File: src/rtl/jt12_mmr_q.sv
// rtl/jt12_mmr_q.sv - JT12 buffered multi-bank register front-end with channel write queue
//
// jt12_mmr_q: CPU register interface for the JT12 FM core. Global registers
// (LFO, timers, PCM) are decoded here. Key-on and channel/operator writes are
// queued toward the register-update engine.
//   clk, rst            clock, asynchronous active-high reset
//   write, addr, din    CPU access strobe, {bank, data/address select}, data
//   dout, busy, wr_drop status byte, queue-full flag, dropped-write pulse
//   flag_A, flag_B      timer flags shown in dout
//   up_valid/ready      queue head handshake; up_bank/up_reg/up_data = head entry
//   value_A/B, load_*, clr_flag_*, enable_irq_*   timer control
//   csm, effect, lfo_en, lfo_freq, pcm, pcm_en    global mode outputs
//
// jt12_mmr_q_fifo: show-ahead FIFO used as the write queue.
//   push/wdata, ready   enqueue, and pop request from downstream
//   valid/head          head entry present / head entry contents
//   full                registered count==DEPTH flag

module jt12_mmr_q_fifo #(
    parameter int W     = 17,
    parameter int DEPTH = 8
) (
    input  logic         clk,
    input  logic         rst,
    input  logic         push,
    input  logic [W-1:0] wdata,
    input  logic         ready,
    output logic         valid,
    output logic [W-1:0] head,
    output logic         full
);
    localparam int AW = $clog2(DEPTH);
    localparam int CW = AW + 1;

    logic [W-1:0]  mem [DEPTH];
    logic [AW-1:0] rd_ptr;
    logic [AW-1:0] wr_ptr;
    logic [CW-1:0] count;
    logic [CW-1:0] next_count;
    logic          pop;

    // Popping an empty queue is a no-op, so ready alone never moves the pointer.
    assign pop   = (count != '0) && ready;
    assign valid = (count != '0);
    assign head  = mem[rd_ptr];

    always_comb begin
        next_count = count;
        if (push && !pop) begin
            next_count = count + CW'(1);
        end else if (pop && !push) begin
            next_count = count - CW'(1);
        end
    end

    always_ff @(posedge clk or posedge rst) begin
        if (rst) begin
            for (int i = 0; i < DEPTH; i++) begin
                mem[i] <= '0;
            end
            rd_ptr <= '0;
            wr_ptr <= '0;
            count  <= '0;
            full   <= 1'b0;
        end else begin
            if (push) begin
                mem[wr_ptr] <= wdata;
                wr_ptr      <= wr_ptr + AW'(1);
            end
            if (pop) begin
                rd_ptr <= rd_ptr + AW'(1);
            end
            count <= next_count;
            full  <= (next_count == CW'(DEPTH));
        end
    end
endmodule

module jt12_mmr_q #(
    parameter int BANKS = 2,
    parameter int DEPTH = 8,
    localparam int BW   = $clog2(BANKS)
) (
    input  logic          clk,
    input  logic          rst,
    input  logic          write,
    input  logic [BW:0]   addr,
    input  logic [7:0]    din,
    output logic [7:0]    dout,
    output logic          busy,
    output logic          wr_drop,
    input  logic          flag_A,
    input  logic          flag_B,
    output logic          up_valid,
    input  logic          up_ready,
    output logic [BW-1:0] up_bank,
    output logic [7:0]    up_reg,
    output logic [7:0]    up_data,
    output logic [9:0]    value_A,
    output logic [7:0]    value_B,
    output logic          load_A,
    output logic          load_B,
    output logic          clr_flag_A,
    output logic          clr_flag_B,
    output logic          enable_irq_A,
    output logic          enable_irq_B,
    output logic          csm,
    output logic          effect,
    output logic          lfo_en,
    output logic [2:0]    lfo_freq,
    output logic [8:0]    pcm,
    output logic          pcm_en
);
    logic [7:0]      sel_reg;
    logic [BW-1:0]   sel_bank;
    logic            accept;
    logic            data_wr;
    logic            queueable;
    logic            global_wr;
    logic            push;
    logic [BW+15:0]  head;

    assign accept = write && !busy;
    assign data_wr = accept && addr[0];

    // Key-on (0x28) is queued from any bank; operator/channel registers are
    // queued from any bank except the unused xx3 slots.
    assign queueable = (sel_reg == 8'h28) ||
                       ((sel_reg >= 8'h30) && (sel_reg[1:0] != 2'b11));
    assign push      = data_wr && queueable;
    assign global_wr = data_wr && (sel_reg < 8'h30) && (sel_bank == '0);

    assign dout = {busy, 5'b0, flag_B, flag_A};

    jt12_mmr_q_fifo #(
        .W     (BW + 16),
        .DEPTH (DEPTH)
    ) u_queue (
        .clk   (clk),
        .rst   (rst),
        .push  (push),
        .wdata ({sel_bank, sel_reg, din}),
        .ready (up_ready),
        .valid (up_valid),
        .head  (head),
        .full  (busy)
    );

    assign up_bank = head[BW+15:16];
    assign up_reg  = head[15:8];
    assign up_data = head[7:0];

    always_ff @(posedge clk or posedge rst) begin
        if (rst) begin
            sel_reg      <= 8'h00;
            sel_bank     <= '0;
            wr_drop      <= 1'b0;
            value_A      <= 10'd0;
            value_B      <= 8'd0;
            load_A       <= 1'b0;
            load_B       <= 1'b0;
            clr_flag_A   <= 1'b0;
            clr_flag_B   <= 1'b0;
            enable_irq_A <= 1'b0;
            enable_irq_B <= 1'b0;
            csm          <= 1'b0;
            effect       <= 1'b0;
            lfo_en       <= 1'b0;
            lfo_freq     <= 3'd0;
            pcm          <= 9'd0;
            pcm_en       <= 1'b0;
        end else begin
            // Strobes last one cycle unless another 0x27 write re-arms them.
            load_A     <= 1'b0;
            load_B     <= 1'b0;
            clr_flag_A <= 1'b0;
            clr_flag_B <= 1'b0;
            wr_drop    <= write && busy;

            if (accept && !addr[0]) begin
                sel_reg  <= din;
                sel_bank <= addr[BW:1];
            end

            if (global_wr) begin
                case (sel_reg)
                    8'h22: {lfo_en, lfo_freq} <= din[3:0];
                    8'h24: value_A[9:2] <= din;
                    8'h25: value_A[1:0] <= din[1:0];
                    8'h26: value_B <= din;
                    8'h27: begin
                        effect       <= |din[7:6];
                        csm          <= (din[7:6] == 2'b10);
                        enable_irq_B <= din[3];
                        enable_irq_A <= din[2];
                        load_B       <= din[1];
                        load_A       <= din[0];
                        clr_flag_B   <= din[5];
                        clr_flag_A   <= din[4];
                    end
                    8'h2A: pcm[8:1] <= din;
                    8'h2B: pcm_en <= din[7];
                    8'h2C: pcm[0] <= din[3];
                    default: ;
                endcase
            end
        end
    end
endmodule

File: config.mk
export PLATFORM = sky130hd
export DESIGN_NAME = jt12_mmr_q
export DESIGN_NICKNAME = d
export VERILOG_FILES = /design/src/rtl/jt12_mmr_q.sv
export SDC_FILE = /design/constraint.sdc
export NUM_CORES = 1
export LEC_CHECK = 0
export CORE_MARGIN = 2
export CORE_UTILIZATION = 45
export CTS_CLUSTER_SIZE = 30
export DETAILED_ROUTE_END_ITERATION = 7
export GPL_TIMING_DRIVEN = 0
export PLACE_DENSITY = 0.65
export REMOVE_ABC_BUFFERS = 1
export SYNTH_ARGS = -nofsm -noshare
export SYNTH_HDL_FRONTEND = slang
export SYNTH_SLANG_ARGS = --single-unit
File: constraint.sdc
create_clock -name clk -period 9 [get_ports clk]
set_clock_uncertainty 0.05 [all_clocks]
set_input_delay 1.8 -clock clk [delete_from_list [all_inputs] [get_ports clk]]
set_output_delay 1.8 -clock clk [all_outputs]
set_load 0.005 [all_outputs]
* Yosys cells after proc, flatten, opt, wreduce, memory -nomap -nowiden
Index checks and enable logic that the tools add are counted.
Storage, ports and cells: latch bits 0, memories 0, output and inout port bits 68, register bits after elaboration 197, bits of input ports 16, memory bits (writable) 0, bits in read-only memories 0
Operators by class: $add $sub $neg 4, equality and inequality tests 12, muxes and demuxes 16, shifts and indexed selects 0, bitwise operators 3, $mul 0, div/mod/pow operators 0, reduce and logical (&&, ||, !) cells 27, magnitude comparators 5
Operators by type and width (count):
- bitwise mux 136 bit | 1
- == test 8 x 6 -> 1 bit (second input constant) | 9
- binary-select mux 17 bit (select 3 bit) | 1
- demux 17 bit (select 3 bit) | 1
- 2-to-1 mux 17 bit | 3
- AND reduction 2 bit | 8
- logical AND 1 bit | 12
- greater-or-equal comparator 4 bit (second input constant) | 2
- greater-or-equal comparator 8 x 6 -> 1 bit (second input constant) | 1
- less-than comparator 8 x 6 -> 1 bit (second input constant) | 1
- 2-to-1 mux 1 bit | 8
- 2-to-1 mux 4 bit | 2
- NOT 3 -> 4 bit | 2
- adder 3 x 1 -> 3 bit (second input constant) | 2
- adder 4 x 1 -> 4 bit (second input constant) | 1
- == test 4 bit (second input constant) | 1
- logical NOT 1 bit | 4
- less-than comparator 4 x 1 -> 1 bit (second input constant) | 1
- nonzero test 4 bit | 1
- subtractor 4 x 1 -> 4 bit (second input constant) | 1
- == test 2 bit (second input constant) | 1
- != test 2 bit (second input constant) | 1
- OR reduction 2 bit | 1
- logical OR 1 bit | 1
- NOT 1 bit | 1

* Logic depth before layout (Yosys ltp)
Gate-level depths: netlist of the first run.
word-level depth 9, depth in mapped cells 8, mapped depth without buffers 8

* Cells and area by module
Synthesis of the first run repeated with hierarchy kept, for this count alone.
Second synthesis, totals: cells, all modules 556, area, all modules 8821.0 µm²
By module, submodules not included:
- jt12_mmr_q_fifo | instances 1, cells an instance 412, area each 6727.7 µm²
- jt12_mmr_q | instances 1, cells an instance 144, area each 2093.3 µm²

* Worst setup path after synthesis of the first run
No wires, ideal clock.
path type reg-to-output, start point register u_queue.rd_ptr[0], end point output port up_data[1], setup slack 5041 ps, arrival 2109 ps, required time 7150 ps, cell stages (with the launch flop) 5, cells stage by stage dfrtp_1 > clkbuf_1 > buf_1 > mux4_2 > mux2_2
On the way: longest elaborated chain between the ends 4
RTL lines:
- start, declared | RTL line 36 | logic [AW-1:0] rd_ptr;
- start signal, assigned | RTL line 71 | rd_ptr <= rd_ptr + AW'(1);
- NOT 3 -> 4 bit (implied by the code) | RTL line 45 | assign head = mem[rd_ptr];
- binary-select mux 17 bit (select 3 bit) | RTL line 45
- 2-to-1 mux 17 bit (implied by the code) (2 in series) | RTL line 45
- end, declared | RTL line 98 | output logic [7:0] up_data,
No other way between the ends. The select of a mux whose other input is x is not followed.

* Final worst setup path of the first run
start point register u_queue.rd_ptr[0], end point output port up_data[2]
The elaborated chain is that of the path after synthesis.

==> results of run 1 <==
## final timing paths
check,startpoint,end,cells past startpoint
setup / recovery,u_queue.rd_ptr[0]$_DFFE_PP0P_,up_data[2],4
hold / removal,u_queue.mem[106]$_DFFE_PP0P_,u_queue.mem[106]$_DFFE_PP0P_,1
setup reg to reg,sel_reg[4]$_DFFE_PP0P_,u_queue.mem[85]$_DFFE_PP0P_,6
hold reg to reg,u_queue.mem[106]$_DFFE_PP0P_,u_queue.mem[106]$_DFFE_PP0P_,1
max in group asynchronous,rst,u_queue.rd_ptr[0]$_DFFE_PP0P_,3
min in group asynchronous,rst,u_queue.mem[29]$_DFFE_PP0P_,2
## logic make-up (layout without fill, tap and decap cells)
kind of cell,after synthesis,count (layout),synth area share
compound gates,12,12,0.00989
mux,230,230,0.336
fa+ha+maj,5,5,0.00678
buf+inv,56,119,0.0317
flops,197,197,0.557
simple gates,60,60,0.0506
xor+xnor,8,8,0.00792
other cells,1,5,0.000424
## worst register-to-register path: cells and delay by family (launching register included)
family	cells	cell delay (ns)
AND/OR/NAND/NOR	4	1.96
flip-flops	1	0.50
multiplexers	1	0.43
AO/OA/AOI/OAI	1	0.29
## power breakdown
part	switching, mW	internal (mW)
logic	0.369	0.730
registers	0.277	1.19
clock network	0.370	0.373
## cells in the final DEF (no fill, tap or decap), types with 4 or more instances in the layout
cell type        netlist  final
dfrtp_1              197    195
mux4_2                34     34
clkbuf_16              0     17
conb_1                 1      5
nand2_1               15     15
buf_6                  1      5
nor2_1                 5      5
and2_1                 7      7
mux2_2               196    196
clkdlybuf4s50_1        0     74
inv_6                  0      6
xnor2_1                6      6
ha_1                   4      4
inv_1                  5      4
inv_8                  0      4
## per-stage QoR
stage / instance area, sq um / util / setup slack [ns]
floorplan: 8610 / - / 1.78
global placement: 9680 / 0.499 / -0.351
detailed placement: 9820 / 0.506 / 4.35
CTS: 10400 / 0.536 / 4.44
global route: 10400 / 0.536 / 4.37
finish: 10400 / 0.536 / 4.48
## metal layers
metal,GRT usage,wire length [um]
met1,0.266,8360
met2,0.317,8920
met3,0.0454,831
met4,0.0613,284
met5,0,0
## final cells by class
cell class	count	share of cell area
Sequential cell	197	0.474
Timing Repair Buffer	82	0.0831
Multi-Input combinational cell	320	0.352
Tap cell	265	0.0319
Inverter	5	0.00253
Clock inverter	15	0.0154
Clock buffer	17	0.0409
==> results.tsv, run 1 <==
stage	metric	value	unit
power_and_ir_drop	peakVddDrop	0.000146	V
floorplan	start_util	0.456	
run	drv_cap	0	
route	drc	0	
worst_setup_path	path_max_fanout	25	
worst_setup_path	r2r_slack	5.65	ns
floorplan	die_x	144	um
cells_and_area	n_antenna_cell	0	
worst_setup_path	critPathTopFamily	multiplexers	
logic_synthesis	synthArstFlopShare	1.00	
sta	setup_tns	0	ns
floorplan	dieArea	20800	sq um
global_routing	grt_pass1_wl	30500	um
global_routing	grt_pass1_vias	5427	
logic_synthesis	yosysUniqueCellTypes	50	
clock_network	cts_buffers	17	
worst_setup_path	end_kind	output pin	
logic_synthesis	ys.flop_type	dfrtp_1	
cells_and_area	regArea	4930	sq um
floorplan	rows	51	
sta	fin_crit_sh	0.502	
cells_and_area	nNetsFinal	643	
floorplan	core	19400	sq um
global_routing	grt_start_max_net_pins	127	
route	dr.pass1.iters	4	
clock_network	cts_root_buffer	clkbuf_16	
floorplan	die_h	144	um
cells_and_area	fillCellCount	1628	
place	hpwl	11700	um
route	avgViaCountPerCell	5.46	
run_status	status	finished, final reports clean	
logic_synthesis	synth_seq_cells	197	
clock_network	cts_resized	0	
clock_network	cts.sinks	197	
power_and_ir_drop	p_leak	4.63	nW
worst_setup_path	cpMaxStageDelayCell	dfrtp_2	
cells_and_area	finalNonFillerCells	901	
sta	max_clock_freq	221	MHz
worst_setup_path	path_class	reg2out	
worst_setup_path	cp.arrival	2.67	ns
sta	post-route-min-period	4.52	ns
clock_network	cts_tree	built	
sta	setup-violations-final	0	
worst_setup_path	path_buf_inv	2	
cells_and_area	largest_register	u_queue.mem	
global_routing	antenna_found_initial	0	
worst_setup_path	critPathRequiredTime	7.15	ns
clock_network	cts_setup_buffers	0	
cells_and_area	top_regs	u_queue.mem (136), value_A (10), pcm (9)	
cells_and_area	largest_reg_flops	136	
sta	hold_violations	0	
cells_and_area	drive_gt1_frac	0.458	
power_and_ir_drop	power_density	318	nW/um^2
logic_synthesis	netlist_area	8850	sq um
place	dp.cells	869	
cells_and_area	multi_input_area	3660	sq um
route	first_iter_violations	340	
cells_and_area	area_growth	17.5	%
clock_network	clk_pin_slew	0.07	ns
worst_setup_path	worstPathCellList	buf_12 -> mux4_2 -> mux2_2 -> clkdlybuf4s50_1	
logic_synthesis	synthTopCellsByArea	dfrtp_1 (56%), mux2_2 (25%), mux4_2 (8.7%)	
logic_synthesis	synth_edf_count	0	
route	drt-total-wl	18400	um
logic_synthesis	synth_common_cells	dfrtp_1 (197), mux2_2 (196), mux4_2 (34)	
clock_network	htree_levels	4	
floorplan	io_pins	84	
route	via_count	4923	
logic_synthesis	synth_top_cell_by_area	dfrtp_1	
sta	maxSlewHeadroom	0.146	
logic_synthesis	yosys.area.top_type_share	0.557	
sta	drv_slew	0	
logic_synthesis	synth_most_common_cell	dfrtp_1	
worst_setup_path	max_stage_delay	0.64	ns
clock_network	cts_hold_buf	0	
route	ant_nets	0	
global_routing	track_usage	0.196	
route	wl_per_cell	20.4	um
global_routing	overflow	0	
clock_network	clockBufferDepth	2	
sta	timing.hold.ws	0.453	ns
clock_network	insertion_delay	0.43	ns
sta	tightest_slew	1.28	ns
logic_synthesis	yosysSeqAreaShare	0.557	
hold_path	holdCritPathClass	reg2reg	
power_and_ir_drop	finalPower	3.31	mW
logic_synthesis	yosys_warnings	0	
logic_synthesis	synth_cells	569	
worst_setup_path	start_kind	flop	
logic_synthesis	avgSynthCellArea	15.6	sq um
sta	rsz0062_at_grt	false	
place	gp_congestion	0.708	
place	port_buffers	74	
Power figures use the tool's default switching activity.
==> run 2: changes to the inputs <==
--- a/config.mk
+++ b/config.mk
@@ -10,7 +10,7 @@
 export CTS_CLUSTER_SIZE = 30
 export DETAILED_ROUTE_END_ITERATION = 7
 export GPL_TIMING_DRIVEN = 0
-export PLACE_DENSITY = 0.65
+export PLACE_DENSITY = 0.68
 export REMOVE_ABC_BUFFERS = 1
 export SYNTH_ARGS = -nofsm -noshare
 export SYNTH_HDL_FRONTEND = slang
==> constraint.sdc (replaced) <==
create_clock -name clk -period 3.64 [get_ports clk]
set_clock_uncertainty 0.05 [all_clocks]
set_input_delay 0.728 -clock clk [delete_from_list [all_inputs] [get_ports clk]]
set_output_delay 0.728 -clock clk [all_outputs]
set_load 0.005 [all_outputs]
==> run 2 against run 1 <==
Global-route usage fell by 0.66 points; sequential cell count did not move; power rose by 150%; via count fell by 0.24%; final cell count fell by 0.33%; count of clock-buffer cells in the layout rose by 1; design area fell by 0.42%; non-clock buffer count fell by 3; first-iteration DRC count fell by 28%; setup slack got worse by 4.3 ns; routed wire length fell by 0.53%; die area did not move.
==> results.tsv, run 2 (same netlist as run 1, synthesis figures left out) <==
stage	metric	value	unit	change
run_status	status	finished, final reports clean		
floorplan	rows	51		unchanged
route	first_iter_violations	246		-28%
run	drv_cap	0		unchanged
clock_network	cts_setup_buffers	0		unchanged
worst_setup_path	end_kind	output pin		
clock_network	insertion_delay	0.43	ns	about the same
place	port_buffers	74		unchanged
floorplan	io_pins	84		unchanged
route	wl_per_cell	20.4	um	-0.20%
cells_and_area	nNetsFinal	640		-0.47%
cells_and_area	fin_area	10400	sq um	-0.42%
cells_and_area	fin_util	0.534		-0.00226
clock_network	cts.sinks	197		unchanged
cells_and_area	n_antenna_cell	0		unchanged
cells_and_area	top_regs	u_queue.mem (136), value_A (10), pcm (9)		
cells_and_area	fillCellCount	1576		-3.2%
power_and_ir_drop	finalPower	8.15	mW	+150%
worst_setup_path	path_max_fanout	24		-4.0%
place	gp_congestion	0.786		+11%
sta	drv_slew	0		unchanged
route	ant_nets	0		unchanged
worst_setup_path	path_class	reg2out		
floorplan	die_x	144	um	unchanged
route	dr.pass1.iters	4		unchanged
sta	max_clock_freq	292	MHz	
worst_setup_path	cpMaxStageDelayCell	dfrtp_2		
sta	post-route-min-period	3.43	ns	
clock_network	clk_pin_slew	0.07	ns	about the same
worst_setup_path	start_kind	flop		
power_and_ir_drop	peakVddDrop	0.000389	V	+170%
global_routing	antenna_found_initial	0		unchanged
global_routing	overflow	0		unchanged
clock_network	cts_resized	0		unchanged
route	avgViaCountPerCell	5.47		about the same
power_and_ir_drop	p_leak	4.61	nW	-0.33%
sta	setup_tns	0	ns	unchanged
power_and_ir_drop	power_density	787	nW/um^2	+150%
route	via_count	4911		-0.24%
sta	fin_crit_sh	0.942		
worst_setup_path	max_stage_delay	0.63	ns	about the same
cells_and_area	layout_common_cells	mux2_2 (196), dfrtp_1 (195), clkdlybuf4s50_1 (74), mux4_2 (34), clkbuf_16 (17)		
cells_and_area	drive_gt1_frac	0.455		-0.00257
worst_setup_path	worstPathCellList	buf_12 -> mux4_2 -> mux2_2 -> clkdlybuf4s50_1		
global_routing	track_usage	0.189		-0.00662
hold_path	holdCritPathClass	reg2reg		
floorplan	core	19400	sq um	unchanged
clock_network	htree_levels	4		unchanged
clock_network	cts_buffers	17		unchanged
sta	rsz0062_at_grt	false		
place	placed_area	9790	sq um	-0.31%
cells_and_area	area_growth	17.0	%	
global_routing	grt_pass1_wl	29700	um	-2.8%
worst_setup_path	critPathTopFamily	multiplexers		
clock_network	cts_hold_buf	0		unchanged
global_routing	grt_pass1_vias	5395		-0.59%
clock_network	clockBufferDepth	2		unchanged
route	drc	0		unchanged
worst_setup_path	path_buf_inv	2		unchanged
route	drt-total-wl	18300	um	-0.53%
worst_setup_path	cp.arrival	2.65	ns	-0.02 ns
floorplan	die_h	144	um	unchanged
sta	hold_violations	0		unchanged
sta	setup-violations-final	0		unchanged
global_routing	grt_start_max_net_pins	100		-21%
worst_setup_path	critPathRequiredTime	2.86	ns	-4.29 ns
sta	maxSlewHeadroom	0.221		+0.0750
cells_and_area	layout_commonest_cell	mux2_2		
floorplan	dieArea	20800	sq um	unchanged
sta	tightest_slew	1.17	ns	-0.112 ns
cells_and_area	largest_reg_flops	136		unchanged
clock_network	cts_root_buffer	clkbuf_16		
clock_network	cts_tree	built		
place	hpwl	11600	um	-0.60%
floorplan	start_util	0.456		unchanged
cells_and_area	largest_register	u_queue.mem		
[run 2: power by group]
group / internal [mW] / total (mW) / switching [mW]
clock: 0.928 / 1.81 / 0.881
combinational: 1.80 / 2.71 / 0.907
sequential: 2.94 / 3.64 / 0.692
total: 5.67 / 8.15 / 2.48
[run 2: cell type report]
type	count	area (sq um)	share of cell area
clock buffers	18	439	0.0424
clock inverters	14	133	0.0128
inverters	5	26.3	0.00254
multi-input cells	320	3660	0.354
flip-flops and latches	197	4930	0.476
well taps	265	332	0.0320
repair buffers	79	835	0.0806
[run 2: path summary, 6_finish.rpt]
path	startpoint	end	slack [ns]	depth (start not counted)
setup / recovery	u_queue.rd_ptr[0]$_DFFE_PP0P_	up_data[3]	0.21	4
hold / removal	u_queue.mem[2]$_DFFE_PP0P_	u_queue.mem[2]$_DFFE_PP0P_	0.45	1
setup reg to reg	sel_reg[1]$_DFFE_PP0P_	u_queue.mem[100]$_DFFE_PP0P_	0.24	6
hold reg to reg	u_queue.mem[2]$_DFFE_PP0P_	u_queue.mem[2]$_DFFE_PP0P_	0.45	1
max in group asynchronous	rst	u_queue.rd_ptr[1]$_DFFE_PP0P_	1.84	3
min in group asynchronous	rst	pcm[5]$_DFFE_PP0P_	0.75	2
[run 2: through the flow]
| stage | hold WS [ns] | setup slack (ns) | instances |
|---|---|---|---|
| global route | 0.459 | 0.0938 | 898 |
| CTS | 0.454 | 0.169 | 898 |
| finish | 0.451 | 0.213 | 898 |
| detailed placement | 0.438 | 0.124 | 866 |
| global placement | 0.431 | -4.49 | 861 |
| floorplan | 0.424 | -2.51 | 522 |
[run 2: per-layer routing]
| metal | GRT usage | routed length (um) | vias up |
|---|---|---|---|
| met1 | 0.260 | 8330 | 2627 |
| met5 | 0 | 0 | - |
| met2 | 0.303 | 8800 | 118 |
| li1 | - | - | 2154 |
| met3 | 0.0530 | 973 | 12 |
| met4 | 0.0455 | 193 | 0 |
